$ cat src/rtl/encoder_if.sv
// Valid/ready word handshake plus LED line and status for the optical link encoder.
`ifndef FRAME_SIZE
`define FRAME_SIZE 8
`endif

interface encoder_if #(
    parameter int W = `FRAME_SIZE
);
    logic [W-1:0] data;
    logic         valid;
    logic         ready;
    logic         signal;
    logic         busy;
    logic         done;

    modport master (
        output data, valid,
        input  ready, signal, busy, done
    );

    modport slave (
        input  data, valid,
        output ready, signal, busy, done
    );
endinterface

$ cat src/rtl/encoder.sv
// Pulse-position encoder: start pulse, then one pulse per bit, LSB first.
// A bit's value is the length of the dark gap before its pulse.
`ifndef FRAME_SIZE
`define FRAME_SIZE 8
`endif
`ifndef INTERVAL_LOW
`define INTERVAL_LOW 4
`endif
`ifndef INTERVAL_HIGH
`define INTERVAL_HIGH 8
`endif

module encoder #(
    parameter int FRAME_SIZE    = `FRAME_SIZE,
    parameter int INTERVAL_LOW  = `INTERVAL_LOW,
    parameter int INTERVAL_HIGH = `INTERVAL_HIGH,
    parameter int GUARD         = 16
) (
    input  logic      clock,
    input  logic      reset,
    encoder_if.slave  bus
);
    localparam int CMAX = (INTERVAL_HIGH > GUARD) ? INTERVAL_HIGH : GUARD;
    localparam int CW   = $clog2(CMAX + 1);
    localparam int IW   = $clog2(FRAME_SIZE) + 1;

    localparam logic [CW-1:0] C_LO   = CW'(INTERVAL_LOW);
    localparam logic [CW-1:0] C_HI   = CW'(INTERVAL_HIGH);
    localparam logic [CW-1:0] C_GD   = CW'(GUARD);
    localparam logic [CW-1:0] C_ONE  = CW'(1);
    localparam logic [IW-1:0] I_LAST = IW'(FRAME_SIZE - 1);

    typedef enum logic [2:0] {
        S_IDLE,
        S_START,
        S_GAP,
        S_PULSE,
        S_GUARD
    } state_t;

    state_t                state_q, state_d;
    logic [FRAME_SIZE-1:0] shift_q, shift_d;
    logic [IW-1:0]         idx_q, idx_d;
    logic [CW-1:0]         cnt_q, cnt_d;
    logic                  signal_q, signal_d;
    logic                  ready_q, ready_d;
    logic                  busy_q, busy_d;
    logic                  done_q, done_d;

    always_comb begin
        state_d = state_q;
        shift_d = shift_q;
        idx_d   = idx_q;
        cnt_d   = cnt_q;
        unique case (state_q)
            S_IDLE: begin
                if (bus.valid && ready_q) begin
                    shift_d = bus.data;
                    idx_d   = '0;
                    state_d = S_START;
                end
            end
            S_START: begin
                cnt_d   = shift_q[0] ? C_HI : C_LO;
                state_d = S_GAP;
            end
            S_GAP: begin
                if (cnt_q == C_ONE) begin
                    state_d = S_PULSE;
                end else begin
                    cnt_d = cnt_q - C_ONE;
                end
            end
            S_PULSE: begin
                if (idx_q == I_LAST) begin
                    cnt_d   = C_GD;
                    state_d = S_GUARD;
                end else begin
                    shift_d = shift_q >> 1;
                    idx_d   = idx_q + IW'(1);
                    cnt_d   = shift_d[0] ? C_HI : C_LO;
                    state_d = S_GAP;
                end
            end
            S_GUARD: begin
                if (cnt_q == C_ONE) begin
                    state_d = S_IDLE;
                end else begin
                    cnt_d = cnt_q - C_ONE;
                end
            end
            default: state_d = S_IDLE;
        endcase

        // Outputs are registered from the next state so they line up with it.
        signal_d = (state_d == S_START) || (state_d == S_PULSE);
        done_d   = (state_d == S_PULSE) && (idx_d == I_LAST);
        ready_d  = (state_d == S_IDLE);
        busy_d   = (state_d != S_IDLE);
    end

    always_ff @(posedge clock or posedge reset) begin
        if (reset) begin
            state_q  <= S_IDLE;
            shift_q  <= '0;
            idx_q    <= '0;
            cnt_q    <= '0;
            signal_q <= 1'b0;
            ready_q  <= 1'b1;
            busy_q   <= 1'b0;
            done_q   <= 1'b0;
        end else begin
            state_q  <= state_d;
            shift_q  <= shift_d;
            idx_q    <= idx_d;
            cnt_q    <= cnt_d;
            signal_q <= signal_d;
            ready_q  <= ready_d;
            busy_q   <= busy_d;
            done_q   <= done_d;
        end
    end

    assign bus.signal = signal_q;
    assign bus.ready  = ready_q;
    assign bus.busy   = busy_q;
    assign bus.done   = done_q;
endmodule

$ cat src/flat_wrapper.sv
// flat-port wrapper written by rule: the top's interface ports become plain ports
module encoder_flat 
#(
    parameter int FRAME_SIZE    = `FRAME_SIZE,
    parameter int INTERVAL_LOW  = `INTERVAL_LOW,
    parameter int INTERVAL_HIGH = `INTERVAL_HIGH,
    parameter int GUARD         = 16
)
  (clock, reset, bus_data, bus_valid, bus_ready, bus_signal, bus_busy, bus_done);
  encoder_if #(.W((8))) bus_i ();
  input  logic clock;
  input  logic reset;
  input wire logic [$bits(bus_i.data)-1:0] bus_data;
  input wire logic [$bits(bus_i.valid)-1:0] bus_valid;
  output wire logic [$bits(bus_i.ready)-1:0] bus_ready;
  output wire logic [$bits(bus_i.signal)-1:0] bus_signal;
  output wire logic [$bits(bus_i.busy)-1:0] bus_busy;
  output wire logic [$bits(bus_i.done)-1:0] bus_done;
  assign bus_i.data = bus_data;
  assign bus_i.valid = bus_valid;
  assign bus_ready = bus_i.ready;
  assign bus_signal = bus_i.signal;
  assign bus_busy = bus_i.busy;
  assign bus_done = bus_i.done;
  encoder #(.FRAME_SIZE(FRAME_SIZE), .INTERVAL_LOW(INTERVAL_LOW), .INTERVAL_HIGH(INTERVAL_HIGH), .GUARD(GUARD)) u_core (.clock(clock), .reset(reset), .bus(bus_i));
endmodule
$ cat config.mk
export PLATFORM = sky130hd
export DESIGN_NAME = encoder_flat
export DESIGN_NICKNAME = d
export VERILOG_FILES = /design/src/rtl/encoder_if.sv /design/src/rtl/encoder.sv /design/src/flat_wrapper.sv
export SDC_FILE = /design/constraint.sdc
export NUM_CORES = 1
export LEC_CHECK = 0
export CAP_MARGIN = 20
export CORE_MARGIN = 4
export CORE_UTILIZATION = 30
export CTS_BUF_LIST = sky130_fd_sc_hd__clkbuf_2
export CTS_CLUSTER_DIAMETER = 60
export DETAILED_ROUTE_END_ITERATION = 8
export GPL_TIMING_DRIVEN = 1
export REMOVE_ABC_BUFFERS = 1
export SYNTH_ARGS = -nofsm -noshare
export SYNTH_HDL_FRONTEND = slang
export SYNTH_SLANG_ARGS = --single-unit
export TNS_END_PERCENT = 1
$ cat constraint.sdc
create_clock -name clock -period 2.3 [get_ports clock]
set_clock_uncertainty 0.1 [all_clocks]
set_input_delay 0.46 -clock clock [delete_from_list [all_inputs] [get_ports clock]]
set_output_delay 0.46 -clock clock [all_outputs]
set_load 0.01 [all_outputs]
# ---- Word level (Yosys, flattened, before mapping)
# Index checks and enable logic that the tools add are counted.
dict set report classes {
  add_sub_neg 2
  eq_ne 12
  n_reduce_logical 11
  muxes 16
}
# cell count
set ops {}
lappend ops {{4-bit 2-to-1 mux} 4}
lappend ops {{8-bit 2-to-1 mux} 2}
lappend ops {{8-bit one-hot mux with 2 select lines} 1}
lappend ops {{3-bit one-hot mux with 5 select lines} 1}
lappend ops {{5-bit one-hot mux with 3 select lines} 1}
lappend ops {{3-bit 2-to-1 mux} 4}
lappend ops {{5-bit 2-to-1 mux} 2}
lappend ops {{3-bit by 2-bit equality test with 1-bit output, second input constant} 3}
lappend ops {{4-bit by 3-bit equality test with 1-bit output, second input constant} 2}
lappend ops {{4-bit one-hot mux with 2 select lines} 1}
lappend ops {{3-bit by 1-bit equality test with 1-bit output, second input constant} 2}
lappend ops {{3-bit logical NOT} 2}
lappend ops {{3-bit nonzero test} 2}
lappend ops {{5-bit by 1-bit equality test with 1-bit output, second input constant} 1}
lappend ops {{5-bit by 1-bit subtractor with 5-bit output, second input constant} 1}
lappend ops {{4-bit by 1-bit adder with 4-bit output, second input constant} 1}
lappend ops {{2-bit != test, second input constant} 2}
lappend ops {{3-bit equality test, second input constant} 1}
lappend ops {{3-bit AND reduction} 1}
lappend ops {{1-bit logical AND} 2}
lappend ops {{2-bit by 1-bit != test with 1-bit output, second input constant} 1}
lappend ops {{2-bit AND reduction} 1}
lappend ops {{2-bit nonzero test} 1}
lappend ops {{2-bit OR reduction} 1}
lappend ops {{1-bit logical OR} 1}
dict set report word_totals {
  ff_bits 24
  word_cells 49
  inputBits 11
}

# ---- Logic depth before layout (Yosys ltp)
dict set report logic_depth {
  word_depth 5
  mapped_depth 7
  ltp_nobuf 6
}

# ---- Worst setup path after synthesis
# OpenSTA, ideal clock, no wires.
dict set report synth_timing {
  path_type {reg2reg}
  from {reg u_core.cnt_q[1]}
  to {reg u_core.cnt_q[0]}
  setup_slack_ns 0.355
  period_less_slack_ns 1.945
  path_stages_with_launch 8
  setup_time_ns 0.125
  path_buffers 1
  arrival_time_ns 1.720
  cell_sequence {dfrtp_1 inv_1 ha_1 nor4b_4 nor3b_2 or3_1 buf_6 mux2_4}
}
dict set report synth_via {
  elab_chain_cells 3
}
# item line_no
set synth_lines {}
lappend synth_lines {{start: declaration} encoder.sv:44} ;# logic [CW-1:0] cnt_q, cnt_d;
lappend synth_lines {{start signal: assignment} encoder.sv:116} ;# cnt_q <= cnt_d;
lappend synth_lines {{5-bit by 1-bit equality test with 1-bit output} {encoder.sv:68, encoder.sv:86}}
lappend synth_lines {{2-bit != test (no source line)} --}
lappend synth_lines {{2-bit AND reduction (no source line)} --}
# Every way passes these cells.
# A chain may end at the register's enable or synchronous reset.

# ---- Final worst setup path
dict set report layout_timing {
  from {reg u_core.cnt_q[1]}
  to {reg u_core.cnt_q[1]}
}
dict set report layout_via {
  elab_chain_cells 3
}
# item
set layout_lines {}
lappend layout_lines {{5-bit by 1-bit subtractor with 5-bit output or 5-bit by 1-bit equality test with 1-bit output (tied branches)}}
lappend layout_lines {{5-bit 2-to-1 mux or 2-bit != test (tied branches)}}
lappend layout_lines {{5-bit one-hot mux with 3 select lines or 2-bit AND reduction (tied branches)}}
# Parallel ways exist; a longest one is shown, timed or not. The select of a mux whose other input is x is not followed.

==> impl_summary.txt <==
----------------------------------------------------
[Run status]
  Outcome ... finished, final reports clean

[Timing]
  Total count of max-transition violations in the final report ... 0
  Final hold viol count ... 0
  Period utilization ... 92.0%
  Final worst hold slack ... 328 ps
  Transition time at the pin with the least slew margin ... about 560 ps
  Clock period minus worst slack ... between 2000 and 2500 ps
  Unrepaired setup endpoints after global routing ... no
  Fmax ... approximately 0.47 GHz
  Relative slew slack ... 62.7%
  Final setup violation count ... 0
  Setup TNS Final ... 0 ps
  Setup slack of the critical path after layout ... 183 ps

[Drt]
  DRC violations left ... 0
  Drt pass-1 iters ... 4
  Total length of routed wires ... 2.61 mm
  Overall via count from detail_route ... 1058
  Detailed Route Iter0 Violations ... 71
  Post-DR vias/cell ... 5.21
  Antenna viol nets, final ... 0
  Wire length per cell after detailed routing ... 12.9 µm

[CTS]
  Later-pin clock latency in the skew report ... 340 ps
  Clock net sink count ... 24
  Max Root-Sink Buffers ... 2
  CTS root buffer ... clkbuf_2
  Count of hold-fix buffers inserted at cts ... 0
  Clock-pin slew on the worst setup and hold paths ... 220 ps
  Clock H-tree levels ... 1
  Number of gates resized after cts ... 0
  Total setup buffers inserted after CTS ... 0
  Number of buffers added by the clock tree synthesis step ... 3
  TritonCTS clock tree ... built

[Floorplanning]
  Top-level port count ... 15
  Rows ... 23
  Core outline area ... 4140 µm²
  Starting utilization of the core area ... 32.0%
  Chip height ... 74.5 µm
  Die area ... between 5000 and 6000 µm²
  Die Width ... ~74 µm

[Finish]
  Number of nets in the final layout ... 168
  Post-route cell area ... between 1500 and 2000 µm²
  Most frequent standard cell in the layout excluding fill and tap cells ... dfrtp_1
  Final cell count without fillers ... 203
  Utilization after layout ... 37.6%
  Antenna diodes ... 0
  Area Growth Syn to Fin ... 17.5%
  Share of cells above drive strength 1 ... 14.4%
  Most frequent cells in the layout ... 23 x dfrtp_1, 17 x nand2_1, 14 x clkdlybuf4s50_1

[GRT]
  Initial antenna violation count ... 0
  Pin count of the biggest net entering global routing ... 25
  First-pass GRT wire length ... 4.62 mm
  Via count of the first global-routing pass ... 1029
  Total congestion overflow ... 0
  Global-route total usage across every layer ... 10.7%

[Worst setup path]
  WP data arrival ... 2280 ps
  Req. time, crit path ... approximately 2500 ps
  R2R cell count ... 6
  Type of element launching the critical path ... flop
  Worst flop-to-flop path startpoint ... u_core.cnt_q[1]$_DFFE_PP0P_
  Kind of critical path ... reg -> reg
  Maximum fanout along the worst path ... 5
  Timing startpoint of the critical path ... u_core.cnt_q[1]$_DFFE_PP0P_
  Reg-to-reg slack, setup ... approximately 180 ps
  Type of destination of the critical path ... flop

[Synth]
  Number of enable flip-flop cells after synthesis ... 0
  Top_reg_cell synth ... dfrtp_1
  Warnings, synthesis ... 0
  Mapped Area ... 1330 µm²
  Unique masters post-synth ... 44
  Synthesized netlist cell count ... 136
  Post-synthesis average cell area ... 9.75 µm²
  Fraction of synthesis flops using an asynchronous set or reset pin ... 100%
  Share of synthesized area occupied by flip-flops and latches ... 45.4%
  Synth Register Bits ... 24

[Place]
  Routability congestion estimate ... 0.858
  Detailed-placement wirelength estimate ... 1.93 mm
  Setup slack at placement ... 188 ps
  Placed Cells ... 199
  Dpl cell area ... 1540 µm²
  Count of buffers from port buffering ... 14

[Power]
  Worst IR drop on VDD ... 0.000375 V
  Power per cell area ... around 1100 nW/µm²
  Tot Pwr ... 1.77 mW
  Static leakage ... roughly 0.7 nW

[Job]
  # Max-Cap Violations ... 0

[Hold path]
  Hold crit path type ... in -> async

----------------------------------------------------
[state kept, by name (all words and copies together) (netlist names)]
name	cells
u_core.bus.busy	1
u_core.state_q	3
u_core.bus.ready	1
u_core.cnt_q	5
u_core.bus.done	1
u_core.bus.signal	1
u_core.idx_q	4
u_core.shift_q	8
[where the power goes]
group / total [mW] / switching, mW / internal, mW / leakage, nW
Combinational: 0.833 / 0.387 / 0.446 / 0.380
Clock: 0.170 / 0.124 / 0.0460 / 0.0166
Sequential: 0.763 / 0.166 / 0.597 / 0.285
[path summary, 6_finish.rpt]
check                                                 to
min in group clock         u_core.shift_q[7]$_DFFE_PP0P_
max in group asynchronous     u_core.bus.ready$_DFF_PP1_
setup / recovery             u_core.cnt_q[1]$_DFFE_PP0P_
hold / removal               u_core.cnt_q[1]$_DFFE_PP0P_
setup reg to reg             u_core.cnt_q[1]$_DFFE_PP0P_
hold reg to reg            u_core.shift_q[7]$_DFFE_PP0P_
[Yosys cell counts (all sizes together), types with 2 or more instances]
cell | count | area share, %
inv | 8 | 2.3
o32ai | 2 | 1.3
a32o | 2 | 1.5
nand3b | 2 | 1.1
a22o | 3 | 2.2
a31oi | 7 | 3.3
buf | 5 | 2.4
nand2 | 17 | 4.8
clkbuf | 3 | 0.85
nand3 | 4 | 1.5
nor2 | 11 | 3.1
ha | 3 | 2.8
xnor2 | 2 | 1.3
a21oi | 2 | 0.75
mux2 | 2 | 2.3
nor2b | 2 | 0.94
and3b | 2 | 1.3
or3 | 2 | 0.94
mux2i | 3 | 2.3
nor3 | 8 | 3.0
o21ai | 2 | 0.75
nor3b | 3 | 2.1
dfrtp | 23 | 43
[critical path, cell delays in order (launching register included)]
cell,delay [ps]
dfrtp_1,450
inv_1,90
ha_1,140
nor4b_4,290
nor3b_2,110
or3_1,510
mux2_4,340
[per-layer routing]
| metal | up-vias | share of wire [%] | wire [µm] | global-route usage, % |
|---|---|---|---|---|
| met5 | - | 0 | 0 | 0 |
| met2 | 25 | 47 | 1230 | 18.4 |
| met4 | 0 | 0.61 | 16 | 2.96 |
| met3 | 2 | 4.7 | 123 | 2.97 |
| li1 | 528 | - | - | - |
| met1 | 503 | 48 | 1240 | 13.1 |
[kinds of logic (layout without fill, tap and decap cells)]
logic type | count (synthesis) | in the layout | synth area share, %
AO/OA/AOI/OAI | 25 | 25 | 14.3
XOR/XNOR | 2 | 2 | 1.32
adder cells (fa/ha/maj) | 3 | 3 | 2.83
buffers and inverters | 16 | 33 | 5.47
flip-flops | 24 | 24 | 45.4
multiplexers | 5 | 5 | 4.53
AND/OR/NAND/NOR | 61 | 61 | 26.1
[cell type report]
type	count	area, µm²
Multi-Input combinational cell	96	652
Timing Repair Buffer	21	193
Clock buffer	4	20.0
Tap cell	50	62.6
Sequential cell	24	602
Fill cell	431	2580
Inverter	8	30.0
Note: power is estimated with default switching activity, not from simulation.
